[src/rtl/axil_reg_intf.sv]
// AXI4-Lite slave that turns bus reads and writes into register-file strobe/acknowledge accesses.
// The read and write channels are independent, and each allows one access in flight with a bounded ack wait.
module axil_reg_intf #(
    parameter int DATA_WIDTH = 32,
    parameter int ADDR_WIDTH = 16,
    parameter int STRB_WIDTH = DATA_WIDTH / 8,
    parameter int TIMEOUT    = 4
) (
    input  logic                  clk,
    input  logic                  rst,
    input  logic [ADDR_WIDTH-1:0] s_axil_awaddr,
    input  logic [2:0]            s_axil_awprot,
    input  logic                  s_axil_awvalid,
    output logic                  s_axil_awready,
    input  logic [DATA_WIDTH-1:0] s_axil_wdata,
    input  logic [STRB_WIDTH-1:0] s_axil_wstrb,
    input  logic                  s_axil_wvalid,
    output logic                  s_axil_wready,
    output logic [1:0]            s_axil_bresp,
    output logic                  s_axil_bvalid,
    input  logic                  s_axil_bready,
    input  logic [ADDR_WIDTH-1:0] s_axil_araddr,
    input  logic [2:0]            s_axil_arprot,
    input  logic                  s_axil_arvalid,
    output logic                  s_axil_arready,
    output logic [DATA_WIDTH-1:0] s_axil_rdata,
    output logic [1:0]            s_axil_rresp,
    output logic                  s_axil_rvalid,
    input  logic                  s_axil_rready,
    output logic [ADDR_WIDTH-1:0] reg_wr_addr,
    output logic [DATA_WIDTH-1:0] reg_wr_data,
    output logic [STRB_WIDTH-1:0] reg_wr_strb,
    output logic                  reg_wr_en,
    input  logic                  reg_wr_wait,
    input  logic                  reg_wr_ack,
    output logic [ADDR_WIDTH-1:0] reg_rd_addr,
    output logic                  reg_rd_en,
    input  logic [DATA_WIDTH-1:0] reg_rd_data,
    input  logic                  reg_rd_wait,
    input  logic                  reg_rd_ack
);

    localparam int CNT_W = (TIMEOUT > 1) ? $clog2(TIMEOUT) : 1;
    localparam int TO_LOAD_I = (TIMEOUT > 0) ? TIMEOUT - 1 : 0;
    localparam logic [CNT_W-1:0] TO_LOAD = CNT_W'(TO_LOAD_I);
    localparam logic [CNT_W-1:0] CNT_ZERO = CNT_W'(0);
    localparam logic [CNT_W-1:0] CNT_ONE = CNT_W'(1);
    localparam logic TO_EN = (TIMEOUT != 0);

    typedef enum logic [1:0] {
        ST_IDLE   = 2'd0,
        ST_READY  = 2'd1,
        ST_ACCESS = 2'd2,
        ST_RESP   = 2'd3
    } state_t;

    state_t                r_wr_state, w_wr_state_nxt;
    logic                  r_awready, w_awready_nxt;
    logic [ADDR_WIDTH-1:0] r_wr_addr, w_wr_addr_nxt;
    logic [DATA_WIDTH-1:0] r_wr_data, w_wr_data_nxt;
    logic [STRB_WIDTH-1:0] r_wr_strb, w_wr_strb_nxt;
    logic                  r_wr_en, w_wr_en_nxt;
    logic [CNT_W-1:0]      r_wr_cnt, w_wr_cnt_nxt;
    logic                  r_bvalid, w_bvalid_nxt;

    state_t                r_rd_state, w_rd_state_nxt;
    logic                  r_arready, w_arready_nxt;
    logic [ADDR_WIDTH-1:0] r_rd_addr, w_rd_addr_nxt;
    logic                  r_rd_en, w_rd_en_nxt;
    logic [CNT_W-1:0]      r_rd_cnt, w_rd_cnt_nxt;
    logic                  r_rvalid, w_rvalid_nxt;
    logic [DATA_WIDTH-1:0] r_rdata, w_rdata_nxt;

    logic                  w_unused;

    assign w_unused = ^{s_axil_awprot, s_axil_arprot};

    assign s_axil_awready = r_awready;
    assign s_axil_wready  = r_awready;
    assign s_axil_bresp   = 2'b00;
    assign s_axil_bvalid  = r_bvalid;
    assign s_axil_arready = r_arready;
    assign s_axil_rdata   = r_rdata;
    assign s_axil_rresp   = 2'b00;
    assign s_axil_rvalid  = r_rvalid;
    assign reg_wr_addr    = r_wr_addr;
    assign reg_wr_data    = r_wr_data;
    assign reg_wr_strb    = r_wr_strb;
    assign reg_wr_en      = r_wr_en;
    assign reg_rd_addr    = r_rd_addr;
    assign reg_rd_en      = r_rd_en;

    // Write channel next state: paired AW/W accept, register access with timeout, B response.
    always_comb begin
        w_wr_state_nxt = r_wr_state;
        w_awready_nxt  = 1'b0;
        w_wr_addr_nxt  = r_wr_addr;
        w_wr_data_nxt  = r_wr_data;
        w_wr_strb_nxt  = r_wr_strb;
        w_wr_en_nxt    = r_wr_en;
        w_wr_cnt_nxt   = r_wr_cnt;
        w_bvalid_nxt   = r_bvalid;
        case (r_wr_state)
            ST_IDLE: begin
                if (s_axil_awvalid && s_axil_wvalid) begin
                    w_awready_nxt  = 1'b1;
                    w_wr_state_nxt = ST_READY;
                end else begin
                    w_wr_state_nxt = ST_IDLE;
                end
            end
            ST_READY: begin
                if (s_axil_awvalid && s_axil_wvalid) begin
                    w_wr_addr_nxt  = s_axil_awaddr;
                    w_wr_data_nxt  = s_axil_wdata;
                    w_wr_strb_nxt  = s_axil_wstrb;
                    w_wr_en_nxt    = 1'b1;
                    w_wr_cnt_nxt   = TO_LOAD;
                    w_wr_state_nxt = ST_ACCESS;
                end else begin
                    w_wr_state_nxt = ST_IDLE;
                end
            end
            ST_ACCESS: begin
                // Ack wins over an expiring counter in the same cycle.
                if (reg_wr_ack || (TO_EN && (r_wr_cnt == CNT_ZERO) && !reg_wr_wait)) begin
                    w_wr_en_nxt    = 1'b0;
                    w_bvalid_nxt   = 1'b1;
                    w_wr_state_nxt = ST_RESP;
                end else if (reg_wr_wait) begin
                    w_wr_cnt_nxt = TO_LOAD;
                end else if (r_wr_cnt != CNT_ZERO) begin
                    w_wr_cnt_nxt = r_wr_cnt - CNT_ONE;
                end else begin
                    w_wr_cnt_nxt = r_wr_cnt;
                end
            end
            ST_RESP: begin
                if (s_axil_bready) begin
                    w_bvalid_nxt   = 1'b0;
                    w_wr_state_nxt = ST_IDLE;
                end else begin
                    w_bvalid_nxt = 1'b1;
                end
            end
            default: begin
                w_wr_en_nxt    = 1'b0;
                w_bvalid_nxt   = 1'b0;
                w_wr_state_nxt = ST_IDLE;
            end
        endcase
    end

    // Read channel next state: AR accept, register access with timeout, R response.
    always_comb begin
        w_rd_state_nxt = r_rd_state;
        w_arready_nxt  = 1'b0;
        w_rd_addr_nxt  = r_rd_addr;
        w_rd_en_nxt    = r_rd_en;
        w_rd_cnt_nxt   = r_rd_cnt;
        w_rvalid_nxt   = r_rvalid;
        w_rdata_nxt    = r_rdata;
        case (r_rd_state)
            ST_IDLE: begin
                if (s_axil_arvalid) begin
                    w_arready_nxt  = 1'b1;
                    w_rd_state_nxt = ST_READY;
                end else begin
                    w_rd_state_nxt = ST_IDLE;
                end
            end
            ST_READY: begin
                if (s_axil_arvalid) begin
                    w_rd_addr_nxt  = s_axil_araddr;
                    w_rd_en_nxt    = 1'b1;
                    w_rd_cnt_nxt   = TO_LOAD;
                    w_rd_state_nxt = ST_ACCESS;
                end else begin
                    w_rd_state_nxt = ST_IDLE;
                end
            end
            ST_ACCESS: begin
                if (reg_rd_ack) begin
                    w_rd_en_nxt    = 1'b0;
                    w_rvalid_nxt   = 1'b1;
                    w_rdata_nxt    = reg_rd_data;
                    w_rd_state_nxt = ST_RESP;
                end else if (TO_EN && (r_rd_cnt == CNT_ZERO) && !reg_rd_wait) begin
                    w_rd_en_nxt    = 1'b0;
                    w_rvalid_nxt   = 1'b1;
                    w_rdata_nxt    = {DATA_WIDTH{1'b0}};
                    w_rd_state_nxt = ST_RESP;
                end else if (reg_rd_wait) begin
                    w_rd_cnt_nxt = TO_LOAD;
                end else if (r_rd_cnt != CNT_ZERO) begin
                    w_rd_cnt_nxt = r_rd_cnt - CNT_ONE;
                end else begin
                    w_rd_cnt_nxt = r_rd_cnt;
                end
            end
            ST_RESP: begin
                if (s_axil_rready) begin
                    w_rvalid_nxt   = 1'b0;
                    w_rd_state_nxt = ST_IDLE;
                end else begin
                    w_rvalid_nxt = 1'b1;
                end
            end
            default: begin
                w_rd_en_nxt    = 1'b0;
                w_rvalid_nxt   = 1'b0;
                w_rd_state_nxt = ST_IDLE;
            end
        endcase
    end

    // Write channel state and output registers.
    always_ff @(posedge clk or posedge rst) begin
        if (rst) begin
            r_wr_state <= ST_IDLE;
            r_awready  <= 1'b0;
            r_wr_addr  <= {ADDR_WIDTH{1'b0}};
            r_wr_data  <= {DATA_WIDTH{1'b0}};
            r_wr_strb  <= {STRB_WIDTH{1'b0}};
            r_wr_en    <= 1'b0;
            r_wr_cnt   <= CNT_ZERO;
            r_bvalid   <= 1'b0;
        end else begin
            r_wr_state <= w_wr_state_nxt;
            r_awready  <= w_awready_nxt;
            r_wr_addr  <= w_wr_addr_nxt;
            r_wr_data  <= w_wr_data_nxt;
            r_wr_strb  <= w_wr_strb_nxt;
            r_wr_en    <= w_wr_en_nxt;
            r_wr_cnt   <= w_wr_cnt_nxt;
            r_bvalid   <= w_bvalid_nxt;
        end
    end

    // Read channel state and output registers.
    always_ff @(posedge clk or posedge rst) begin
        if (rst) begin
            r_rd_state <= ST_IDLE;
            r_arready  <= 1'b0;
            r_rd_addr  <= {ADDR_WIDTH{1'b0}};
            r_rd_en    <= 1'b0;
            r_rd_cnt   <= CNT_ZERO;
            r_rvalid   <= 1'b0;
            r_rdata    <= {DATA_WIDTH{1'b0}};
        end else begin
            r_rd_state <= w_rd_state_nxt;
            r_arready  <= w_arready_nxt;
            r_rd_addr  <= w_rd_addr_nxt;
            r_rd_en    <= w_rd_en_nxt;
            r_rd_cnt   <= w_rd_cnt_nxt;
            r_rvalid   <= w_rvalid_nxt;
            r_rdata    <= w_rdata_nxt;
        end
    end

endmodule

[config.mk]
export PLATFORM = sky130hd
export DESIGN_NAME = axil_reg_intf
export DESIGN_NICKNAME = d
export VERILOG_FILES = /design/src/rtl/axil_reg_intf.sv
export SDC_FILE = /design/constraint.sdc
export NUM_CORES = 1
export LEC_CHECK = 0
export ABC_AREA = 1
export BUFFER_PORTS_ARGS = -buffer_cell sky130_fd_sc_hd__buf_2
export CAP_MARGIN = 15
export CORE_ASPECT_RATIO = 1.1
export CORE_MARGIN = 2
export CORE_UTILIZATION = 41
export DETAILED_ROUTE_END_ITERATION = 16
export HOLD_SLACK_MARGIN = 0.1
export PLACE_DENSITY = 0.74
export RECOVER_POWER = 50
export SLEW_MARGIN = 20
export SYNTH_ARGS = -nofsm -noshare
export SYNTH_HDL_FRONTEND = slang
export SYNTH_SLANG_ARGS = --single-unit
export TNS_END_PERCENT = 5
[constraint.sdc]
create_clock -name clk -period 3.6 [get_ports clk]
set_input_delay 0.36 -clock clk [delete_from_list [all_inputs] [get_ports clk]]
set_output_delay 0.36 -clock clk [all_outputs]
set_load 0.1 [all_outputs]
Word level (Yosys, flattened, before mapping) --
Index checks and enable logic that the tools add are counted.
Word-level totals: register bits 114, bits in latches 0, memory bits (writable) 0, bits in read-only memories 0, input bits 117, output and inout bits 111, word-level logic and storage cells 104, memories kept 0
Cells by class: $add $sub $neg 2, $mul 0, div/mod/pow operators 0, order comparisons 0, eq/ne operators 17, shift operators 0, multiplexer cells 42, bitwise logic cells 0, reduce and logical (&&, ||, !) cells 28
Operators by type and width (count):
- 32-bit 2-to-1 mux | 2
- 2-bit 2-to-1 mux | 16
- 1-bit 2-to-1 mux | 16
- 2-bit inequality test (second input constant) | 8
- 2-bit one-hot mux with 4 select lines | 2
- 2-bit AND reduction | 7
- 2-bit nonzero test | 7
- 3-bit inequality test (second input constant) | 3
- 2-bit == test (second input constant) | 4
- 2-bit logical NOT | 4
- 1-bit one-hot mux with 2 select lines | 4
- 2-bit one-hot mux with 2 select lines | 2
- 3-bit AND reduction | 2
- 5-bit AND reduction | 1
- 2-bit by 1-bit == test with 1-bit output (second input constant) | 2
- 4-bit AND reduction | 1
- 2-bit by 1-bit subtractor with 2-bit output (second input constant) | 2
- 1-bit logical AND | 3
- 1-bit logical NOT | 2
- 1-bit logical OR | 1

Depth between registers and ports, before layout --
depth after elaboration 6, mapped depth 9, mapped depth without buffers 8

Least setup slack after synthesis --
OpenSTA, ideal clock, no wires.
path type reg2out, start point register r_awready (netlist: s_axil_awready), end point output port s_axil_wready, arrival 1.324 ns, data required time 3.240 ns, path slack 1.916 ns, stages on the path, launching flop included 2, path buffers 1, cells stage by stage dfrtp_1 -> buf_4
RTL lines:
- start: declaration | RTL line 58 | logic r_awready, w_awready_nxt;
- start signal: assignment | RTL line 230 | r_awready <= w_awready_nxt;
- end: declaration | RTL line 18 | output logic s_axil_wready,
No word-level cell between the ends.

Worst setup path after layout --
start point register r_wr_strb[2] (netlist: reg_wr_strb[2]), end point output port reg_wr_strb[2]
RTL lines:
- start: declaration | RTL line 61 | logic [STRB_WIDTH-1:0] r_wr_strb, w_wr_strb_nxt;
- start signal: assignment | RTL line 224 | r_wr_strb <= {STRB_WIDTH{1'b0}};
- start signal: assignment | RTL line 233 | r_wr_strb <= w_wr_strb_nxt;
- end: declaration | RTL line 32 | output logic [STRB_WIDTH-1:0] reg_wr_strb,
No word-level cell between the ends.

==> metrics.yaml <==
critPathTopFamily: "buffers and inverters"
cpMaxStageDelayCell: "clkbuf_1"
cp_max_fo: 2
setup_tns_ns: 0
post_cts_buffers: 0
hpwl_mm: 7.574
dr.pass1.iters: 4
grt_pass1_vias: 3959
synthTopCellsByArea: "dfrtp_1, nand2_1, nand3_1"
drv_slew: 39
hp-class: "input pin to register"
crit_chain: "clkbuf_1"
synth_cells: 522
start_util_pct: 42.17
placement.io_buffers: 217
root_buffer: "clkbuf_16"
routedLengthMet1_mm: 4.426
vias: 4071
layout_setup_ws_ns: 1.618
synth_area_um2: 4601
core_area_um2: 10910
cp-start-kind: "register"
rsz0062_at_grt: "no"
clock_sinks: 114
cts_tree: "done"
wl_met2_mm: 5.455
finalCritPeriodShare_pct: 55.04
clockBufferDepth: 2
violations: "max-capacitance violations, max-slew violations"
synth_cell_types: 17
ctsResizeCount: 0
antenna_left: 0
regArea_um2: 2853
track_usage_pct: 18.23
drc: 0
insertion_delay_ns: 0.40
finClkSkew_ns: 0.01140
ys_ff_latch: 114
die_x_um: 105
io_pins: 228
yosysSeqAreaShare_pct: 62.01
grt_pass1_wl_mm: 17.46
final_nets: 857
die_h_um: 115.1
grt_max_degree: 77
end_kind: "output port"
drtIter0Drc: 227
path_buf_inv: 1
crit_required_ns: 3.24
totalWireLength_mm: 10.69
routed-wl-met3_um: 700
diodes: 0
critical_path_class: "register to output port"
status: "complete, but fails checks"
via_per_inst: 4.538
htreeDepth: 4
wl_per_cell_um: 11.92
setup_viol: 0
highest_layer: "met4"
fmax_mhz: 504.7
areaGrowthSynthToFinish_pct: 37.34
slew_headroom_pct: -15.42
min_period_ns: 1.982
multi_input_area_um2: 1434
antenna_found_initial: 0
avgSynthCellArea_um2: 8.814
yosysWarnings: 0
yosysTopAreaCell: "dfrtp_1"
maxCapViolations: 1
place_ws_ns: 1.865
final_layout_size_suffix_gt1_share_pct: 31.07
worst_pin_slew_ns: 1.722
die_area_um2: 12090
std_cell_rows: 40
synth_top_area_share_pct: 62.01
critPathMaxStageDelay_ns: 0.88
cp.arrival_ns: 1.62
numCtsBuffers: 17
cts.clk_slew.worst_paths_ns: 0.05
n_fill_cell: 986
overflow: 0
place.gp.congestion: 0.7796
final_hold_viol_count: 0
synthesized netlist by cell type:
master and count:
buf_2 6, buf_4 9, buf_6 5, clkbuf_1 10
conb_1 1, dfrtp_1 114, ha_1 2, inv_1 34
inv_2 3, nand2_1 259, nand2_2 8, nand3_1 46
nor2_1 4, nor3_4 1, o211ai_1 1, o21ai_0 17
or2_2 2
kinds of logic after synthesis:
kind of cell | after synthesis | synth area share (%)
compound gates | 18 | 2.013
fa+ha+maj | 2 | 0.5438
buf+inv | 67 | 7.180
flops | 114 | 62.01
other cells | 1 | 0.08151
simple gates | 320 | 28.18
metal layers:
layer	vias to the layer above	global-route usage (%)
met2	145	33.16
met5	-	0
met4	0	7.289
met3	11	5.669
met1	1895	19.92
li1	2020	-
sequential cells by signal (all words and copies together), names as in the netlist, 2 cells and up, named ones only:
name          cells
r_rd_cnt          2
r_wr_cnt          2
reg_rd_addr      16
reg_wr_addr      16
reg_wr_data      32
reg_wr_strb       4
s_axil_rdata     32
placed cells by master, fill, tap and decap left out:
cell / n
clkbuf_1: 37
conb_1: 4
clkinv_2: 4
o21ai_0: 17
or2_2: 2
buf_12: 1
buf_4: 4
nand3_2: 1
inv_1: 33
o211ai_1: 1
clkinvlp_2: 1
nand2_2: 8
dlygate4sd3_1: 1
nor3_4: 1
ha_1: 2
nand2_1: 259
clkbuf_16: 17
clkinvlp_4: 3
nand3_1: 45
dfrtp_1: 114
bufinv_16: 4
inv_2: 3
nor2_1: 4
buf_2: 184
timing repair:
item,in CTS,in global routing
hold buffers,1,0
setup endpoints to repair,0,0
hold endpoints to repair,38,0
area by class of cell:
class / instances / share of cell area [%]
Sequential cell: 114 / 45.15
Multi-Input combinational cell: 344 / 22.69
Timing Repair Buffer: 224 / 17.54
Clock buffer: 20 / 6.911
Tap cell: 147 / 2.911
Clock inverter: 11 / 2.574
Inverter: 37 / 2.218
worst reg2reg max path: stages, from the launching register on:
cell      delay [ns]
dfrtp_1         0.37
inv_1           0.08
nand3_1         0.09
clkbuf_1        0.87
o21ai_0         0.21
metrics by stage:
stage	area, um2	hold slack (ns)	util, %	instances
finish	6319	0.1587	57.91	897
detailed placement	5756	0.4380	52.75	865
global placement	5756	0.4192	52.75	865
CTS	6365	0.1408	58.34	897
global route	6319	0.1457	57.91	897
floorplan	4612	0.4419	-	525
final timing paths:
path / startpoint / to / depth (start not counted) / slack (ns)
max: reg_wr_strb[2] / reg_wr_strb[2] / 1 / 1.62
min: s_axil_awaddr[9] / reg_wr_addr[9] / 3 / 0.16
max reg2reg: register / reg_rd_addr[4] / 4 / 1.81
min reg2reg: s_axil_rdata[26] / s_axil_rdata[26] / 2 / 0.46
max in group asynchronous: rst / s_axil_arready / 4 / 1.63
min in group asynchronous: rst / reg_rd_addr[15] / 3 / 0.91
Power is left out: the tool's default activity adds up to more than one toggle a clock period on the data nets, which glitch-free logic cannot reach.
